File: src/rtl/map_sel_ctrl_pkg.sv
// Shared definitions for the mapper-select controller: state encoding,
// default index width and a small constant helper.
package map_sel_ctrl_pkg;

  localparam int IDX_W_DEF = 10;

  typedef enum logic [1:0] {
    ST_IDLE   = 2'd0,
    ST_DRAIN  = 2'd1,
    ST_RESET  = 2'd2,
    ST_SETTLE = 2'd3
  } state_t;

  function automatic int maxInt(input int a, input int b);
    return (a > b) ? a : b;
  endfunction

endpackage

File: src/rtl/map_sel_ctrl_if.sv
// Request/status bundle between the configuration source and the
// mapper-select controller.
interface map_sel_ctrl_if
  import map_sel_ctrl_pkg::*;
#(
  parameter int IDX_W = IDX_W_DEF
);

  logic             req_stb;
  logic [IDX_W-1:0] req_idx;
  logic [IDX_W-1:0] act_idx;
  logic             out_blank;
  logic             map_rst;
  logic             busy;
  logic             done;

  modport master (
    output req_stb, req_idx,
    input  act_idx, out_blank, map_rst, busy, done
  );

  modport slave (
    input  req_stb, req_idx,
    output act_idx, out_blank, map_rst, busy, done
  );

endinterface

File: src/rtl/map_sel_ctrl_m2_sync_edge.sv
// Two-flop synchronizer for the console M2 clock plus a rising-edge
// detector on the synchronized level; shared with the bus-snooping mappers.
module m2_sync_edge
  import map_sel_ctrl_pkg::*;
(
  input  logic i_clk,
  input  logic i_rst_n,
  input  logic i_m2,
  output logic o_m2_s,
  output logic o_m2_rise
);

  logic r_meta;
  logic r_sync;
  logic r_prev;

  always_ff @(posedge i_clk) begin
    if (!i_rst_n) begin
      r_meta <= 1'b0;
      r_sync <= 1'b0;
      r_prev <= 1'b0;
    end else begin
      r_meta <= i_m2;
      r_sync <= r_meta;
      r_prev <= r_sync;
    end
  end

  assign o_m2_s    = r_sync;
  assign o_m2_rise = r_sync & ~r_prev;

endmodule

File: src/rtl/map_sel_ctrl.sv
// Runtime mapper switch sequencer: latches a requested index, waits for a
// safe M2 phase, blanks the hub, pulses mapper reset, then waits for M2 to settle.
module map_sel_ctrl
  import map_sel_ctrl_pkg::*;
#(
  parameter int IDX_W     = IDX_W_DEF,
  parameter int BOOT_IDX  = 0,
  parameter int RST_CYC   = 16,
  parameter int SETTLE_M2 = 2,
  parameter int TMO_CYC   = 4096
)(
  input  logic           i_clk,
  input  logic           i_rst_n,
  input  logic           i_m2,
  map_sel_ctrl_if.slave  bus
);

  localparam int CNT_W  = $clog2(maxInt(TMO_CYC, RST_CYC)) + 1;
  localparam int RISE_W = $clog2(SETTLE_M2 + 1);

  localparam logic [CNT_W-1:0]  CNT_MAX  = {CNT_W{1'b1}};
  localparam logic [CNT_W-1:0]  TMO_LAST = CNT_W'(TMO_CYC - 1);
  localparam logic [CNT_W-1:0]  RST_LAST = CNT_W'(RST_CYC - 1);
  localparam logic [RISE_W-1:0] M2_LAST  = RISE_W'(SETTLE_M2 - 1);

  logic w_m2S;
  logic w_m2Rise;

  m2_sync_edge u_m2Sync (
    .i_clk     (i_clk),
    .i_rst_n   (i_rst_n),
    .i_m2      (i_m2),
    .o_m2_s    (w_m2S),
    .o_m2_rise (w_m2Rise)
  );

  state_t             r_state,     w_stateNxt;
  logic               r_pendValid, w_pendValidNxt;
  logic [IDX_W-1:0]   r_pendIdx,   w_pendIdxNxt;
  logic [IDX_W-1:0]   r_actIdx,    w_actIdxNxt;
  logic               r_blank,     w_blankNxt;
  logic               r_mapRst,    w_mapRstNxt;
  logic               r_busy,      w_busyNxt;
  logic               r_done,      w_doneNxt;
  logic [CNT_W-1:0]   r_cyc,       w_cycNxt;
  logic [RISE_W-1:0]  r_rise,      w_riseNxt;

  always_ff @(posedge i_clk) begin
    if (!i_rst_n) begin
      r_state     <= ST_IDLE;
      r_pendValid <= 1'b0;
      r_pendIdx   <= '0;
      r_actIdx    <= IDX_W'(BOOT_IDX);
      r_blank     <= 1'b0;
      r_mapRst    <= 1'b0;
      r_busy      <= 1'b0;
      r_done      <= 1'b0;
      r_cyc       <= '0;
      r_rise      <= '0;
    end else begin
      r_state     <= w_stateNxt;
      r_pendValid <= w_pendValidNxt;
      r_pendIdx   <= w_pendIdxNxt;
      r_actIdx    <= w_actIdxNxt;
      r_blank     <= w_blankNxt;
      r_mapRst    <= w_mapRstNxt;
      r_busy      <= w_busyNxt;
      r_done      <= w_doneNxt;
      r_cyc       <= w_cycNxt;
      r_rise      <= w_riseNxt;
    end
  end

  // The cycle counter restarts on every state entry and saturates otherwise.
  always_comb begin
    w_stateNxt     = r_state;
    w_pendValidNxt = r_pendValid;
    w_pendIdxNxt   = r_pendIdx;
    w_actIdxNxt    = r_actIdx;
    w_blankNxt     = r_blank;
    w_mapRstNxt    = r_mapRst;
    w_busyNxt      = r_busy;
    w_doneNxt      = 1'b0;
    w_cycNxt       = (r_cyc == CNT_MAX) ? r_cyc : r_cyc + CNT_W'(1);
    w_riseNxt      = r_rise;

    unique case (r_state)
      ST_IDLE: begin
        if (r_pendValid) begin
          w_pendValidNxt = 1'b0;
          if (r_pendIdx == r_actIdx) begin
            w_doneNxt = 1'b1;
          end else begin
            w_stateNxt = ST_DRAIN;
            w_busyNxt  = 1'b1;
            w_cycNxt   = '0;
          end
        end
      end

      ST_DRAIN: begin
        if (!w_m2S || (r_cyc == TMO_LAST)) begin
          w_stateNxt  = ST_RESET;
          w_blankNxt  = 1'b1;
          w_mapRstNxt = 1'b1;
          w_actIdxNxt = r_pendIdx;
          w_cycNxt    = '0;
        end
      end

      ST_RESET: begin
        if (r_cyc == RST_LAST) begin
          w_stateNxt  = ST_SETTLE;
          w_mapRstNxt = 1'b0;
          w_cycNxt    = '0;
          w_riseNxt   = '0;
        end
      end

      ST_SETTLE: begin
        if (w_m2Rise) begin
          w_riseNxt = r_rise + RISE_W'(1);
        end
        if ((w_m2Rise && (r_rise == M2_LAST)) || (r_cyc == TMO_LAST)) begin
          w_stateNxt = ST_IDLE;
          w_blankNxt = 1'b0;
          w_busyNxt  = 1'b0;
          w_doneNxt  = 1'b1;
          w_cycNxt   = '0;
        end
      end

      default: begin
        w_stateNxt = ST_IDLE;
      end
    endcase

    // A fresh request always overrides whatever the sequencer did to pending.
    if (bus.req_stb) begin
      w_pendValidNxt = 1'b1;
      w_pendIdxNxt   = bus.req_idx;
    end
  end

  assign bus.act_idx   = r_actIdx;
  assign bus.out_blank = r_blank;
  assign bus.map_rst   = r_mapRst;
  assign bus.busy      = r_busy;
  assign bus.done      = r_done;

endmodule

File: src/flat_wrapper.sv
// flat-port wrapper written by rule: the top's interface ports become plain ports
module map_sel_ctrl_flat import map_sel_ctrl_pkg::*;
#(
  parameter int IDX_W     = IDX_W_DEF,
  parameter int BOOT_IDX  = 0,
  parameter int RST_CYC   = 16,
  parameter int SETTLE_M2 = 2,
  parameter int TMO_CYC   = 4096
)
  (i_clk, i_rst_n, i_m2, bus_req_stb, bus_req_idx, bus_act_idx, bus_out_blank, bus_map_rst, bus_busy, bus_done);
  map_sel_ctrl_if #(.IDX_W(IDX_W)) bus_i ();
  input  logic i_clk;
  input  logic i_rst_n;
  input  logic i_m2;
  input wire logic [$bits(bus_i.req_stb)-1:0] bus_req_stb;
  input wire logic [$bits(bus_i.req_idx)-1:0] bus_req_idx;
  output wire logic [$bits(bus_i.act_idx)-1:0] bus_act_idx;
  output wire logic [$bits(bus_i.out_blank)-1:0] bus_out_blank;
  output wire logic [$bits(bus_i.map_rst)-1:0] bus_map_rst;
  output wire logic [$bits(bus_i.busy)-1:0] bus_busy;
  output wire logic [$bits(bus_i.done)-1:0] bus_done;
  assign bus_i.req_stb = bus_req_stb;
  assign bus_i.req_idx = bus_req_idx;
  assign bus_act_idx = bus_i.act_idx;
  assign bus_out_blank = bus_i.out_blank;
  assign bus_map_rst = bus_i.map_rst;
  assign bus_busy = bus_i.busy;
  assign bus_done = bus_i.done;
  map_sel_ctrl #(.IDX_W(IDX_W), .BOOT_IDX(BOOT_IDX), .RST_CYC(RST_CYC), .SETTLE_M2(SETTLE_M2), .TMO_CYC(TMO_CYC)) u_core (.i_clk(i_clk), .i_rst_n(i_rst_n), .i_m2(i_m2), .bus(bus_i));
endmodule
File: config.mk
export PLATFORM = sky130hd
export DESIGN_NAME = map_sel_ctrl_flat
export DESIGN_NICKNAME = d
export VERILOG_FILES = /design/src/rtl/map_sel_ctrl_pkg.sv /design/src/rtl/map_sel_ctrl_if.sv /design/src/rtl/map_sel_ctrl_m2_sync_edge.sv /design/src/rtl/map_sel_ctrl.sv /design/src/flat_wrapper.sv
export SDC_FILE = /design/constraint.sdc
export NUM_CORES = 1
export LEC_CHECK = 0
export ABC_CLOCK_PERIOD_IN_PS = 3350
export CAP_MARGIN = 20
export CORE_MARGIN = 1.5
export CORE_UTILIZATION = 58
export CTS_CLUSTER_SIZE = 10
export DETAILED_ROUTE_END_ITERATION = 10
export GPL_ROUTABILITY_DRIVEN = 0
export PLACE_DENSITY_LB_ADDON = 0.3
export SYNTH_ARGS = -nofsm -noshare
export SYNTH_HDL_FRONTEND = slang
export SYNTH_HIERARCHICAL = 1
export SYNTH_SLANG_ARGS = --single-unit
File: constraint.sdc
create_clock -name i_clk -period 3.35 [get_ports i_clk]
set_clock_uncertainty 0.1 [all_clocks]
set_input_delay 0.5025 -clock i_clk [delete_from_list [all_inputs] [get_ports i_clk]]
set_output_delay 0.5025 -clock i_clk [all_outputs]
set_load 0.01 [all_outputs]
# --- Word-level counts from Yosys, hierarchy flattened ---
# Index checks and enable logic that the tools add are counted.
totals:
  out_inout_bits: 14
  register_bits: 45
  word_cells: 77
  input_bits: 14
op_classes:
  n_bitwise: 2
  n_addsub: 2
  n_reduce_logical: 16
  eq_ne: 14
  n_mux: 30
op_table:
  columns: ["operator", "count"]
  rows:
  - ["13-bit two-way mux", 6]
  - ["13-bit one-hot mux with 4 select lines", 1]
  - ["2-bit two-way mux", 7]
  - ["13-bit by 1-bit adder with 13-bit output, second input constant", 1]
  - ["13-bit by 12-bit == test with 1-bit output, second input constant", 1]
  - ["13-bit == test, second input constant", 1]
  - ["13-bit by 4-bit == test with 1-bit output, second input constant", 1]
  - ["10-bit == test", 1]
  - ["1-bit two-way mux", 10]
  - ["2-bit by 1-bit != test with 1-bit output, second input constant", 5]
  - ["2-bit nonzero test", 5]
  - ["3-bit AND reduction", 3]
  - ["1-bit one-hot mux with 2 select lines", 4]
  - ["2-bit one-hot mux with 4 select lines", 1]
  - ["5-bit AND reduction", 1]
  - ["2-bit by 1-bit == test with 1-bit output, second input constant", 2]
  - ["2-bit == test, second input constant", 2]
  - ["2-bit one-hot mux with 2 select lines", 1]
  - ["4-bit AND reduction", 1]
  - ["2-bit by 1-bit adder with 2-bit output, second input constant", 1]
  - ["2-bit logical NOT", 1]
  - ["1-bit logical OR", 2]
  - ["2-bit != test, second input constant", 1]
  - ["2-bit AND reduction", 1]
  - ["4 further kinds", 4]

# --- Depth between registers and ports, before layout ---
logic_depth:
  ltp_word: 6
  ltp_mapped: 8

# --- Modules after synthesis ---
# Netlist, hierarchy kept.
by_module_without_submodules:
  columns: ["module", "seq_area_each_um2", "area_per_inst_um2", "n_inst", "cells_each"]
  rows:
  - ["map_sel_ctrl", 840.8, 2037.0, 1, 212]
  - ["m2_sync_edge", 60.1, 92.6, 1, 7]

# --- Worst setup path after synthesis ---
# Ideal clock, no wire load.
synth_timing:
  path_kind: "reg-to-reg"
  from: "reg u_core.r_cyc[8]"
  to: "reg u_core.r_cyc[0]"
  arrival_time_ns: 1.735
  slack_ns: 1.399
  path_stages_with_launch: 6
  period_less_slack_ns: 1.951
  setup_ns: 0.116
  path_cell_list: "dfxtp_1 > or4_4 > o41a_1 > o221ai_2 > buf_6 > nor2_1"
synth_via:
  elab_chain_len: 5
synth_rtl:
  columns: ["element", "line", "text"]
  rows:
  - ["from (decl)", "map_sel_ctrl.sv:45", "logic [CNT_W-1:0] r_cyc, w_cycNxt;"]
  - ["from (signal assigned)", "map_sel_ctrl.sv:69", "r_cyc <= w_cycNxt;"]
  - ["13-bit == test", "map_sel_ctrl.sv:84", "w_cycNxt = (r_cyc == CNT_MAX) ? r_cyc : r_cyc + CNT_W'(1);"]
  - ["13-bit two-way mux", "map_sel_ctrl.sv:84", null]
  - ["13-bit two-way mux", "map_sel_ctrl.sv:91", "if (r_pendIdx == r_actIdx) begin"]
  - ["13-bit two-way mux", "map_sel_ctrl.sv:89", "if (r_pendValid) begin"]
  - ["13-bit one-hot mux with 4 select lines (*)", "map_sel_ctrl.sv:87", "unique case (r_state)"]
# Every way passes the cells marked *; elsewhere a longest branch is shown, timed or not.
# A chain may end at the register's enable or synchronous reset.

# --- Worst setup path in the final report ---
layout_timing:
  from: "reg u_core.r_cyc[0]"
  to: "reg u_core.r_cyc[3]"
layout_via:
  elab_chain_len: 5
layout_rtl:
  columns: ["element", "line"]
  rows:
  - ["13-bit by 1-bit adder with 13-bit output / 13-bit == test (equally long branches)", "map_sel_ctrl.sv:84"]
  - ["13-bit two-way mux", "map_sel_ctrl.sv:84"]
  - ["13-bit two-way mux", "map_sel_ctrl.sv:91"]
  - ["13-bit two-way mux", "map_sel_ctrl.sv:89"]
  - ["13-bit one-hot mux with 4 select lines (*)", "map_sel_ctrl.sv:87"]
# Marked as above.

==> summary.md <==
| Metric | Value |
|---|---|
| CTS resizes | 0 |
| Gr usage total | 0.212 |
| Post-Syn Area | roughly 2100 um2 |
| Peak VDD IR | 0.322 mV |
| Worst path cell trace | ha_1, nand3_1, nor4_4, o21ai_0, o221ai_2, nor2_1 |
| Final worst-path cycle share | 0.712 |
| Die height | 63.6 um |
| Inserted Diodes | 0 |
| HP Class | reg -> reg |
| CTS tree | done |
| CP Data Arrival Time | ~2.5 ns |
| Setup TNS | 0 ns |
| Fillers | 277 |
| RSZ-0062 raised after global routing | false |
| Slowest cell on crit path | o221ai_2 |
| Main synth FF type | dfxtp_1 |
| Share of layout cells above drive strength 1 | 0.0810 |
| Initial antenna violation count | 0 |
| DRC viols | 0 |
| Net Sw Power | 0.402 mW |
| Post-synth EDFFs | 0 |
| Area growth, synth to finish | 16.2% |
| Sequential fraction of the synthesis area | 0.423 |
| DP HPWL | 2770 um |
| M2 GR Usage | 0.333 |
| Critical Path RT | approximately 3.5 ns |
| CP Launch Type | flip-flop |
| Register area | 901 um2 |
| Die Width | 63.6 um |
| H-tree levels | 2 |
| Vias in the first global route | 1479 |
| R2r worst-path depth | 6 |
| Endpoint class of the critical path | flip-flop |
| Maximum number of pins on one net before global-route repair | 23 |
| XOR/XNOR share of the synthesized area | 0.0617 |
| Routed len/inst | approximately 13 um |
| Met1 Resource Use GR | 0.279 |
| Die ar. | approximately 4000 um2 |
| Largest area contributor in the netlist | dfxtp_1 |
| Final nets | approximately 270 |
| Fmax | about 420 MHz |
| PortBufs | 27 |
| DRT Pass-1 Iters | 4 |
| Vias | 1582 |
| Count of final setup violators | 0 |
| Minimum clock period | 2.39 ns |
| DP Cell Count | 285 |
| Final WL | 3830 um |
| Multi-input combinational cell area | ~1200 um2 |
| First DRT Iteration DRCs | 59 |
| Syn Inst Count | 219 |
| Clk pin slew, worst setup/hold paths | around 0.12 ns |
| Initial Utilization | 0.623 |
| Final slew viol count | 0 |
| Max Cap Viol | 0 |
| Antenna viol nets, final | 0 |
| Main combinational cell family by area after synthesis | simple AND/OR/NAND/NOR gates |
| Synth warn | 6 |
| Final Hold Vio Count | 0 |
| Post-synth cell types | 42 |
| Num CTS Buffers | 5 |
| Post-synthesis compound-gate area fraction | 0.109 |
| Post-Synth Adder-Cell Area | 0.0353 |
| Met3 Track Usage GR | 0.0589 |
| GR Overflow Total | 0 |
| Hold Slack | 0.358 ns |
| Postcts setup bufs | 0 |
| Internal power | 0.857 mW |
| Site Rows | 21 |
| Mux share of post-synthesis cell area | 0.108 |
| Sink Count | 45 |
| First-pass GRT wire length | 6670 um |
| FF+latch count, synth | 45 |
| Syn Area/Cell | between 9 and 10 um2 |
| R2R setup slack | just under 1 ns |
| Worst-skew pair later-pin latency | 0.36 ns |
| Vias/cell | about 5.4 |
| Leakage | 0.931 nW |
| Final Non-Filler Cells | 293 |
| Share of the synthesized area in the top cell type | 0.423 |
| Hold path depth | 1 |
| Most used routing layer | met2 |
| Critical path class | reg -> reg |
| Sequential power share | 0.504 |
| Area share of and/or/nand/nor cells after synthesis | 0.233 |
| Status | completed |
| Ys async rst share | 0 |
| Hold-fix buffers at CTS | 0 |
| Tightest Pin Transition | 0.769 ns |
| Top post-synthesis cells by area | dfxtp_1, mux2i_1, nor2b_1 |
| Slowest stage delay, CP | 0.56 ns |
| Clock share of power | 0.198 |
| Core Area | between 3000 and 4000 um2 |
| Root Driver | clkbuf_4 |
| CP Max Fanout | 13 |
| Switching Fraction | 0.319 |
| Clock Path Buffers | 2 |
| Post-synth net total | 239 |
| Slew headroom | 0.487 |
| Gate power share | 0.298 |
| Final core occ | 0.725 |
| Pwr dens | 509 nW/um2 |
| I/O Pins | 28 |
[Yosys cell counts, types with 2 or more instances]
library cell  count
dfxtp_1          45
mux2i_1          23
nor2b_1          23
nor2_1           14
xnor2_1          12
nand2_1          11
o21ai_0          11
nand4_1           8
a21oi_1           6
ha_1              6
nand3_1           6
clkbuf_1          5
inv_1             5
a21boi_0          3
and2_1            3
and3_1            3
nand2b_1          3
or3_1             3
xor2_1            3
buf_6             2
o211ai_1          2
or4_4             2
[power by group through the flow]
stage                     Combinational [mW]  Clock, mW  Sequential [mW]
after detailed placement               0.372          0            0.647
after global routing                   0.412      0.284            0.644
after global placement                 0.368          0            0.644
after floorplan                        0.268          0            0.650
final                                  0.375      0.249            0.635
after CTS                              0.375      0.262            0.635
[worst max-delay path, delay by kind of cell (launching register included)]
family	cells	cell delay, ns
AND/OR/NAND/NOR	3	0.80
AO/OA/AOI/OAI	2	0.77
flip-flops	1	0.38
adder cells (fa/ha/maj)	1	0.21
[layer usage]
layer	wire [um]	part of all wire	up-vias
met5	0	0	-
met3	189	0.049	6
met2	1700	0.44	38
met1	1880	0.49	716
met4	58	0.015	0
li1	-	-	822
[cells in the final DEF, fill, tap and decap left out, types with 2 or more instances in the layout]
cell	n
a21boi_0	3
ha_1	6
xnor2_1	12
and3_1	3
o21ai_0	11
clkdlybuf4s50_1	27
mux2i_1	23
or3_1	3
clkbuf_4	5
nand3_1	6
dfxtp_1	45
inv_1	5
or4_4	2
nand4_1	8
and2_1	3
nand2b_1	3
nor2b_1	23
xor2_1	3
nand2_1	11
o211ai_1	2
clkinv_2	2
nor2_1	14
a21oi_1	6
[kinds of logic (layout without fill, tap and decap cells)]
group / after synthesis / count (layout)
DFF: 45 / 45
and+or+nand+nor: 84 / 84
muxes: 23 / 23
xor gates and xnor gates: 15 / 15
adders and majority gates: 6 / 6
AOI/OAI and AO/OA: 33 / 33
buffers and inverters: 13 / 41
[layout make-up]
class                   instances  share of cell area
multi-input cells             161               0.471
flip-flops and latches         45               0.364
repair buffers                 28               0.112
well taps                      46              0.0233
clock buffers                   5              0.0152
inverters                       5             0.00758
clock inverters                 3             0.00708
[registers in the layout, indices dropped and copies added, names as in the netlist]
register                count
u_core/u_m2Sync/r_meta      1
u_core/u_m2Sync/o_m2_s      1
u_core/bus.map_rst          1
u_core/u_m2Sync/r_prev      1
u_core/r_pendIdx           10
u_core/bus.busy             1
u_core/r_pendValid          1
u_core/r_cyc               13
u_core/bus.done             1
u_core/r_rise               2
u_core/bus.out_blank        1
u_core/bus.act_idx         10
u_core/r_state              2
[worst paths after layout]
kind                     startpoint                     end
max reg2reg         u_core/r_cyc[0]         u_core/r_cyc[3]
max                 u_core/r_cyc[0]         u_core/r_cyc[3]
min reg2reg  u_core/u_m2Sync/r_meta  u_core/u_m2Sync/o_m2_s
min          u_core/u_m2Sync/r_meta  u_core/u_m2Sync/o_m2_s
[stage by stage]
step                      setup slack (ns)  cell area, um2  total power [mW]
after global routing                 0.728            2470              1.34
after detailed placement              1.01            2420              1.02
after CTS                            0.990            2470              1.27
after floorplan                       1.40            2130             0.918
after global placement                1.08            2420              1.01
final                                0.964            2470              1.26
Note: power is estimated with default switching activity, not from simulation.
